`src/rtl/icap_reboot_ctrl_if.sv`:
```
// icap_reboot_ctrl_if: ICAPE3 command port (CSIB, RDWRB, bit-swapped I) between controller and primitive.
interface icap_reboot_ctrl_if;
  logic        icap_csib;
  logic        icap_rdwrb;
  logic [31:0] icap_i;
  modport master (output icap_csib, icap_rdwrb, icap_i);
  modport slave  (input  icap_csib, icap_rdwrb, icap_i);
endinterface

```
`src/rtl/icap_reboot_ctrl.sv`:
```
// icap_reboot_ctrl: thermal/manual warm-boot controller issuing an IPROG sequence on ICAPE3.
module icap_reboot_ctrl #(
  parameter int          TEMP_W      = 10,
  parameter int          NUM_CH      = 4,
  parameter int          THRESH_INIT = 732,
  parameter int          DEBOUNCE    = 4,
  parameter logic [31:0] WBSTAR_INIT = 32'h0000_0000,
  localparam int         CW          = NUM_CH > 1 ? $clog2(NUM_CH) : 1
) (
  input  logic                     clk,
  input  logic                     rst_n,
  input  logic                     enable,
  input  logic                     reboot_req,
  input  logic [NUM_CH*TEMP_W-1:0] temp_in,
  input  logic                     temp_valid,
  input  logic [TEMP_W-1:0]        temp_thresh,
  input  logic                     thresh_valid,
  input  logic [31:0]              wbstar_in,
  input  logic                     wbstar_valid,
  icap_reboot_ctrl_if.master       icap,
  output logic                     busy,
  output logic [1:0]               trip_cause,
  output logic [CW-1:0]            trip_ch,
  output logic [NUM_CH-1:0]        over_temp
);
  typedef enum logic [1:0] {IDLE, ARM, SEQ, DONE} state_t;
  localparam logic [31:0] SEQ_W [8] = '{32'hFFFF_FFFF, 32'hAA99_5566, 32'h2000_0000, 32'h3002_0001,
                                        32'h0000_0000, 32'h2000_0000, 32'h3000_8001, 32'h0000_000F};
  function automatic logic [31:0] bswap(input logic [31:0] w);
    for (int b = 0; b < 4; b++)
      for (int i = 0; i < 8; i++) bswap[8*b+i] = w[8*b+7-i];
  endfunction
  state_t              state_q, state_d;
  logic [2:0]          idx_q, idx_d;
  logic [TEMP_W-1:0]   thresh_q, thresh_d;
  logic [31:0]         wbstar_q, wbstar_d;
  logic [7:0]          cnt_q [NUM_CH];
  logic [7:0]          cnt_d [NUM_CH];
  logic [NUM_CH-1:0]   over_q, over_d, ge, trip;
  logic [CW-1:0]       low_ch, trip_ch_q, trip_ch_d;
  logic [1:0]          cause_q, cause_d;
  logic                busy_q, busy_d, csib_q, csib_d;
  logic [31:0]         icap_i_q, icap_i_d;
  logic                idle, trig;
  // Trip decision uses the count this cycle's sample produces, so a trip lands with its 4th sample.
  always_comb begin
    ge = '0;
    trip = '0;
    over_d = over_q;
    cnt_d = cnt_q;
    low_ch = '0;
    for (int k = 0; k < NUM_CH; k++) begin
      ge[k] = temp_in[k*TEMP_W +: TEMP_W] >= thresh_q;
      over_d[k] = temp_valid ? ge[k] : over_q[k];
      cnt_d[k] = !temp_valid ? cnt_q[k] : !ge[k] ? 8'd0 :
                 cnt_q[k] == 8'(DEBOUNCE) ? cnt_q[k] : cnt_q[k] + 8'd1;
      trip[k] = enable && cnt_d[k] == 8'(DEBOUNCE);
    end
    for (int k = NUM_CH - 1; k >= 0; k--)
      if (trip[k]) low_ch = CW'(k);
  end
  assign idle = state_q == IDLE;
  assign trig = reboot_req || |trip;
  always_comb begin
    state_d = idle ? (trig ? ARM : IDLE) : state_q == ARM ? SEQ :
              state_q == SEQ ? (idx_q == 3'd7 ? DONE : SEQ) : DONE;
    idx_d = state_q == SEQ ? idx_q + 3'd1 : 3'd0;
  end
  always_comb begin
    thresh_d = idle && thresh_valid ? temp_thresh : thresh_q;
    wbstar_d = idle && !trig && wbstar_valid ? wbstar_in : wbstar_q;
    cause_d = idle && trig ? (reboot_req ? 2'b01 : 2'b10) : cause_q;
    trip_ch_d = idle && trig && !reboot_req ? low_ch : trip_ch_q;
    busy_d = state_d != IDLE;
    csib_d = state_d != SEQ;
    icap_i_d = state_d != SEQ ? 32'hFFFF_FFFF : bswap(idx_d == 3'd4 ? wbstar_q : SEQ_W[idx_d]);
  end
  always_ff @(posedge clk or negedge rst_n) begin
    if (!rst_n) begin
      state_q <= IDLE;
      idx_q <= '0;
      thresh_q <= TEMP_W'(THRESH_INIT);
      wbstar_q <= WBSTAR_INIT;
      cnt_q <= '{default: '0};
      over_q <= '0;
      cause_q <= '0;
      trip_ch_q <= '0;
      busy_q <= 1'b0;
      csib_q <= 1'b1;
      icap_i_q <= 32'hFFFF_FFFF;
    end else begin
      state_q <= state_d;
      idx_q <= idx_d;
      thresh_q <= thresh_d;
      wbstar_q <= wbstar_d;
      cnt_q <= cnt_d;
      over_q <= over_d;
      cause_q <= cause_d;
      trip_ch_q <= trip_ch_d;
      busy_q <= busy_d;
      csib_q <= csib_d;
      icap_i_q <= icap_i_d;
    end
  end
  assign icap.icap_csib = csib_q;
  assign icap.icap_rdwrb = csib_q;
  assign icap.icap_i = icap_i_q;
  assign busy = busy_q;
  assign trip_cause = cause_q;
  assign trip_ch = trip_ch_q;
  assign over_temp = over_q;
endmodule

```
`src/flat_wrapper.sv`:
```
// flat-port wrapper written by rule: the top's interface ports become plain ports
module icap_reboot_ctrl_flat 
#(
  parameter int          TEMP_W      = 10,
  parameter int          NUM_CH      = 4,
  parameter int          THRESH_INIT = 732,
  parameter int          DEBOUNCE    = 4,
  parameter logic [31:0] WBSTAR_INIT = 32'h0000_0000,
  localparam int         CW          = NUM_CH > 1 ? $clog2(NUM_CH) : 1
)
  (clk, rst_n, enable, reboot_req, temp_in, temp_valid, temp_thresh, thresh_valid, wbstar_in, wbstar_valid, busy, trip_cause, trip_ch, over_temp, icap_icap_csib, icap_icap_rdwrb, icap_icap_i);
  icap_reboot_ctrl_if icap_i ();
  input  logic clk;
  input  logic rst_n;
  input  logic enable;
  input  logic reboot_req;
  input  logic [NUM_CH*TEMP_W-1:0] temp_in;
  input  logic temp_valid;
  input  logic [TEMP_W-1:0] temp_thresh;
  input  logic thresh_valid;
  input  logic [31:0] wbstar_in;
  input  logic wbstar_valid;
  output logic busy;
  output logic [1:0] trip_cause;
  output logic [CW-1:0] trip_ch;
  output logic [NUM_CH-1:0] over_temp;
  output wire logic [$bits(icap_i.icap_csib)-1:0] icap_icap_csib;
  output wire logic [$bits(icap_i.icap_rdwrb)-1:0] icap_icap_rdwrb;
  output wire logic [$bits(icap_i.icap_i)-1:0] icap_icap_i;
  assign icap_icap_csib = icap_i.icap_csib;
  assign icap_icap_rdwrb = icap_i.icap_rdwrb;
  assign icap_icap_i = icap_i.icap_i;
  icap_reboot_ctrl #(.TEMP_W(TEMP_W), .NUM_CH(NUM_CH), .THRESH_INIT(THRESH_INIT), .DEBOUNCE(DEBOUNCE), .WBSTAR_INIT(WBSTAR_INIT)) u_core (.clk(clk), .rst_n(rst_n), .enable(enable), .reboot_req(reboot_req), .temp_in(temp_in), .temp_valid(temp_valid), .temp_thresh(temp_thresh), .thresh_valid(thresh_valid), .wbstar_in(wbstar_in), .wbstar_valid(wbstar_valid), .icap(icap_i), .busy(busy), .trip_cause(trip_cause), .trip_ch(trip_ch), .over_temp(over_temp));
endmodule
```
`config.mk`:
```
export PLATFORM = sky130hd
export DESIGN_NAME = icap_reboot_ctrl_flat
export DESIGN_NICKNAME = d
export VERILOG_FILES = /design/src/rtl/icap_reboot_ctrl_if.sv /design/src/rtl/icap_reboot_ctrl.sv /design/src/flat_wrapper.sv
export SDC_FILE = /design/constraint.sdc
export NUM_CORES = 1
export LEC_CHECK = 0
export CELL_PAD_IN_SITES_DETAIL_PLACEMENT = 1
export CELL_PAD_IN_SITES_GLOBAL_PLACEMENT = 2
export CORE_MARGIN = 3
export CORE_UTILIZATION = 36
export CTS_CLUSTER_DIAMETER = 120
export DETAILED_ROUTE_END_ITERATION = 8
export MAX_ROUTING_LAYER = met4
export PLACE_DENSITY_LB_ADDON = 0.1
export REMOVE_ABC_BUFFERS = 1
export SETUP_SLACK_MARGIN = 0.2
export SLEW_MARGIN = 20
export SYNTH_ARGS = -nofsm -noshare
export SYNTH_HDL_FRONTEND = slang
export SYNTH_SLANG_ARGS = --single-unit
```
`constraint.sdc`:
```
create_clock -name clk -period 6.43 [get_ports clk]
set_input_delay 1.286 -clock clk [delete_from_list [all_inputs] [get_ports clk]]
set_output_delay 1.286 -clock clk [all_outputs]
set_load 0.02 [all_outputs]
```
==> reports/metrics.cfg <==
[logic_synthesis]
synth_edf_count = 0
yosysSeqAreaShare = 0.453
yosysUniqueCellTypes = 71
synth_compound_area_frac = 0.175
synthArstFlopShare = 1.00
synth_top_family_by_area = compound AO/OA/AOI/OAI gates
yosys.area_share.adder = 0.0976
yosys_most_used_dff = dfrtp_1
synth_xor_area_frac = 0.0142
syn-cell-area_mm2 = 0.00680
ys_warn_count = 0
muxShareOfSynthArea = 0.0832
synthSimpleGateAreaFrac = 0.140
synthCells = 640
ys_ff_latch = 121
synth.avg_cell_area_um2 = 10.6

[route]
highest_layer = met4
routed-wl-met2_mm = 9.59
wl_met3_um = 495
via_per_inst = 5.34
routed_wl_mm = 18.7
postRouteAntennaNets = 0
drc = 0
vias = 5410
dr.first_iter.drc_count = 219
firstDrtPassIters = 4
met1_length_mm = 8.25
wire_per_inst_um = 18.4

[setup_path]
worst-path-max-fanout = 32
crit_path_cell_trace = clkdlybuf4s50_1, ha_1, a211o_1, a21oi_1, o21ai_0, a221oi_2, mux2i_1, o21ai_1, nand4_4, mux2_4
worst_setup_path_start_kind = input port
cp.arrival_ns = 5.01
required_ns = 6.72
cp-startpoint = temp_in[33]
endpoint_kind = register
critPathMaxStageDelay_ns = 0.72
r2r_start = u_core.thresh_q[3]$_DFFE_PN1P_
cp_slowest_cell = nand4_4
criticalPathCategory = input port to register

[outcome]
status = finished, final reports clean

[min_path]
hp-class = register to register
hold_start = u_core.wbstar_q[27]$_DFFE_PN0P_

[cells_and_area]
synthToLayoutAreaGrowth_pct = 31.1
layout.cells.non_filler = 1014
multi_input_area_mm2 = 0.00347
num_antenna_cells = 0
fill_cells = 1998
drive_gt1_frac = 0.154
final_cell_mix = clkdlybuf4s50_1 (130), dfrtp_1 (82), nand2_1 (57)
fin_nets = 914
ff_latch_area_mm2 = 0.00308
postLayoutCoreUtil = 0.487
mostFrequentLayoutCell = clkdlybuf4s50_1

[timing]
rsz0062_at_grt = no
setup_tns_ns = 0
setup_viol = 0
finalCritPeriodShare = 0.734
max_freq_mhz = 212
maxSlewViolCount = 0
tightest_slew_ns = 0.898
skew_ns = 0.0100
min_period_ns = 4.72
relSlewSlack = 0.401
worst_slack_ns = 1.71
finalHoldViolations = 0

[clock_tree]
cts_made_buffers = 17
cts_tree = yes
clkSlewWorstSetupHoldPaths_ns = 0.06
cts.htree.levels = 4
cts_setup_buffers = 0
clockBufferDepth = 2
root_buffer = clkbuf_16
clk_latency_ns = 0.42
cts_resized = 0
clkSinkCount = 121
postCtsHoldBufs = 0

[power_and_ir_drop]
power_leakage_uw = 0.00403
power.density_mw_per_mm2 = 353
ir_worst_vdd_mv = 0.203

[job]
maxCapViolCount = 0

[floorplanning]
die_area_mm2 = 0.0206
die_h_um = 143
coreArea_mm2 = 0.0183
start_util = 0.372
row_count = 49
design.portCount = 132
chipWidth_um = 143

[grt]
grt_pass1_vias = 6033
track_usage = 0.193
overflow = 0
antenna_found_initial = 0
grt_max_degree = 76
grt_pass1_wl_mm = 30.9

[placement]
dpl_worst_slack_ns = 1.27
numPortBuffers = 131
dp.cells = 981
dpl.hpwl_mm = 13.5
place_congestion = 0.800

worst paths after layout:
path	to	slack, ns	cells after the start
setup / recovery	u_core.wbstar_q[22]$_DFFE_PN0P_	1.71	10
min in group asynchronous	u_core.thresh_q[5]$_DFFE_PN0P_	0.81	1
hold / removal	u_core.icap.icap_i[28]$_DFF_PN1_	0.48	1
max in group asynchronous	u_core.cnt_q[19]$_DFF_PN0_	4.64	2
setup reg to reg	u_core.wbstar_q[22]$_DFFE_PN0P_	2.37	10
hold reg to reg	u_core.icap.icap_i[28]$_DFF_PN1_	0.48	1
routing by layer:
| layer | vias up | global-route usage |
|---|---|---|
| li1 | 2586 | - |
| met5 | - | - |
| met3 | 29 | 0.0329 |
| met2 | 95 | 0.333 |
| met4 | 0 | 0.0580 |
| met1 | 2700 | 0.233 |
per-stage QoR:
step	cell area [µm²]	hold WS [ns]	total power (µW)
detailed placement	8300	0.465	2220
global placement	8300	0.458	2170
global route	8910	0.507	3360
floorplan	6680	0.445	1750
CTS	8880	0.487	3200
finish	8910	0.483	3150
critical path, delay by kind of cell:
kind                     cells  cell delay, ns
AND/OR/NAND/NOR              1            0.72
AO/OA/AOI/OAI                5            1.47
buffers and inverters        1            0.41
adder cells (fa/ha/maj)      1            0.31
multiplexers                 2            0.76
where the power goes:
group,switching [µW],leakage [µW],internal [µW]
combinational,623,0.00228,508
clock,370,0.000274,574
sequential,92.3,0.00148,979
total,1080,0.00403,2060
synth_stat cells, types with 3 or more instances:
library cell   n  area, µm²
or3_1          3       18.8
nor2b_1        4       25.0
a21oi_1       34        170
dfrtp_1       82       2050
mux2i_1        7       70.1
nor2_1        31        116
a31oi_1        8       50.1
a211oi_1       5       37.5
dfstp_2       39       1020
nand3b_1       3       22.5
nor3_1         8       40.0
nand3_1       18       90.1
mux2_4        30        450
and4_1         4       35.0
and2_1         6       37.5
o2bb2ai_1      3       26.3
o31ai_1        8       60.1
ha_1          53        663
buf_6          3       33.8
mux2_2         4       45.0
nand4_1        7       43.8
xor2_1         3       26.3
a31o_2         3       26.3
a21o_1        29        218
inv_1         37        139
clkbuf_1      13       48.8
buf_2          3       15.0
nand2_1       57        214
xnor2_1        8       70.1
and3_1        11       68.8
nand2b_1      10       62.6
a22oi_1        3       22.5
o21ai_0       44        220
o21a_1         7       52.6
a211o_1        3       26.3
logic make-up after synthesis:
group | count (synthesis)
and+or+nand+nor | 179
AOI/OAI and AO/OA | 176
DFF | 121
buffers and inverters | 59
adders and majority gates | 53
muxes | 41
xor gates and xnor gates | 11
sequential cells by signal (all words and copies together) (netlist names):
| signal | cells |
|---|---|
| u_core.busy | 1 |
| u_core.cnt_q | 32 |
| u_core.icap.icap_csib | 1 |
| u_core.icap.icap_i | 32 |
| u_core.idx_q | 3 |
| u_core.over_temp | 4 |
| u_core.state_q | 2 |
| u_core.thresh_q | 10 |
| u_core.trip_cause | 2 |
| u_core.trip_ch | 2 |
| u_core.wbstar_q | 32 |
final cells by class:
| cell class | count | area share |
|---|---|---|
| flip-flops and latches | 121 | 0.345 |
| clock inverters | 13 | 0.0163 |
| inverters | 37 | 0.0156 |
| well taps | 229 | 0.0322 |
| multi-input cells | 460 | 0.389 |
| clock buffers | 19 | 0.0486 |
| repair buffers | 135 | 0.153 |
(Power assumes the default switching activity.)
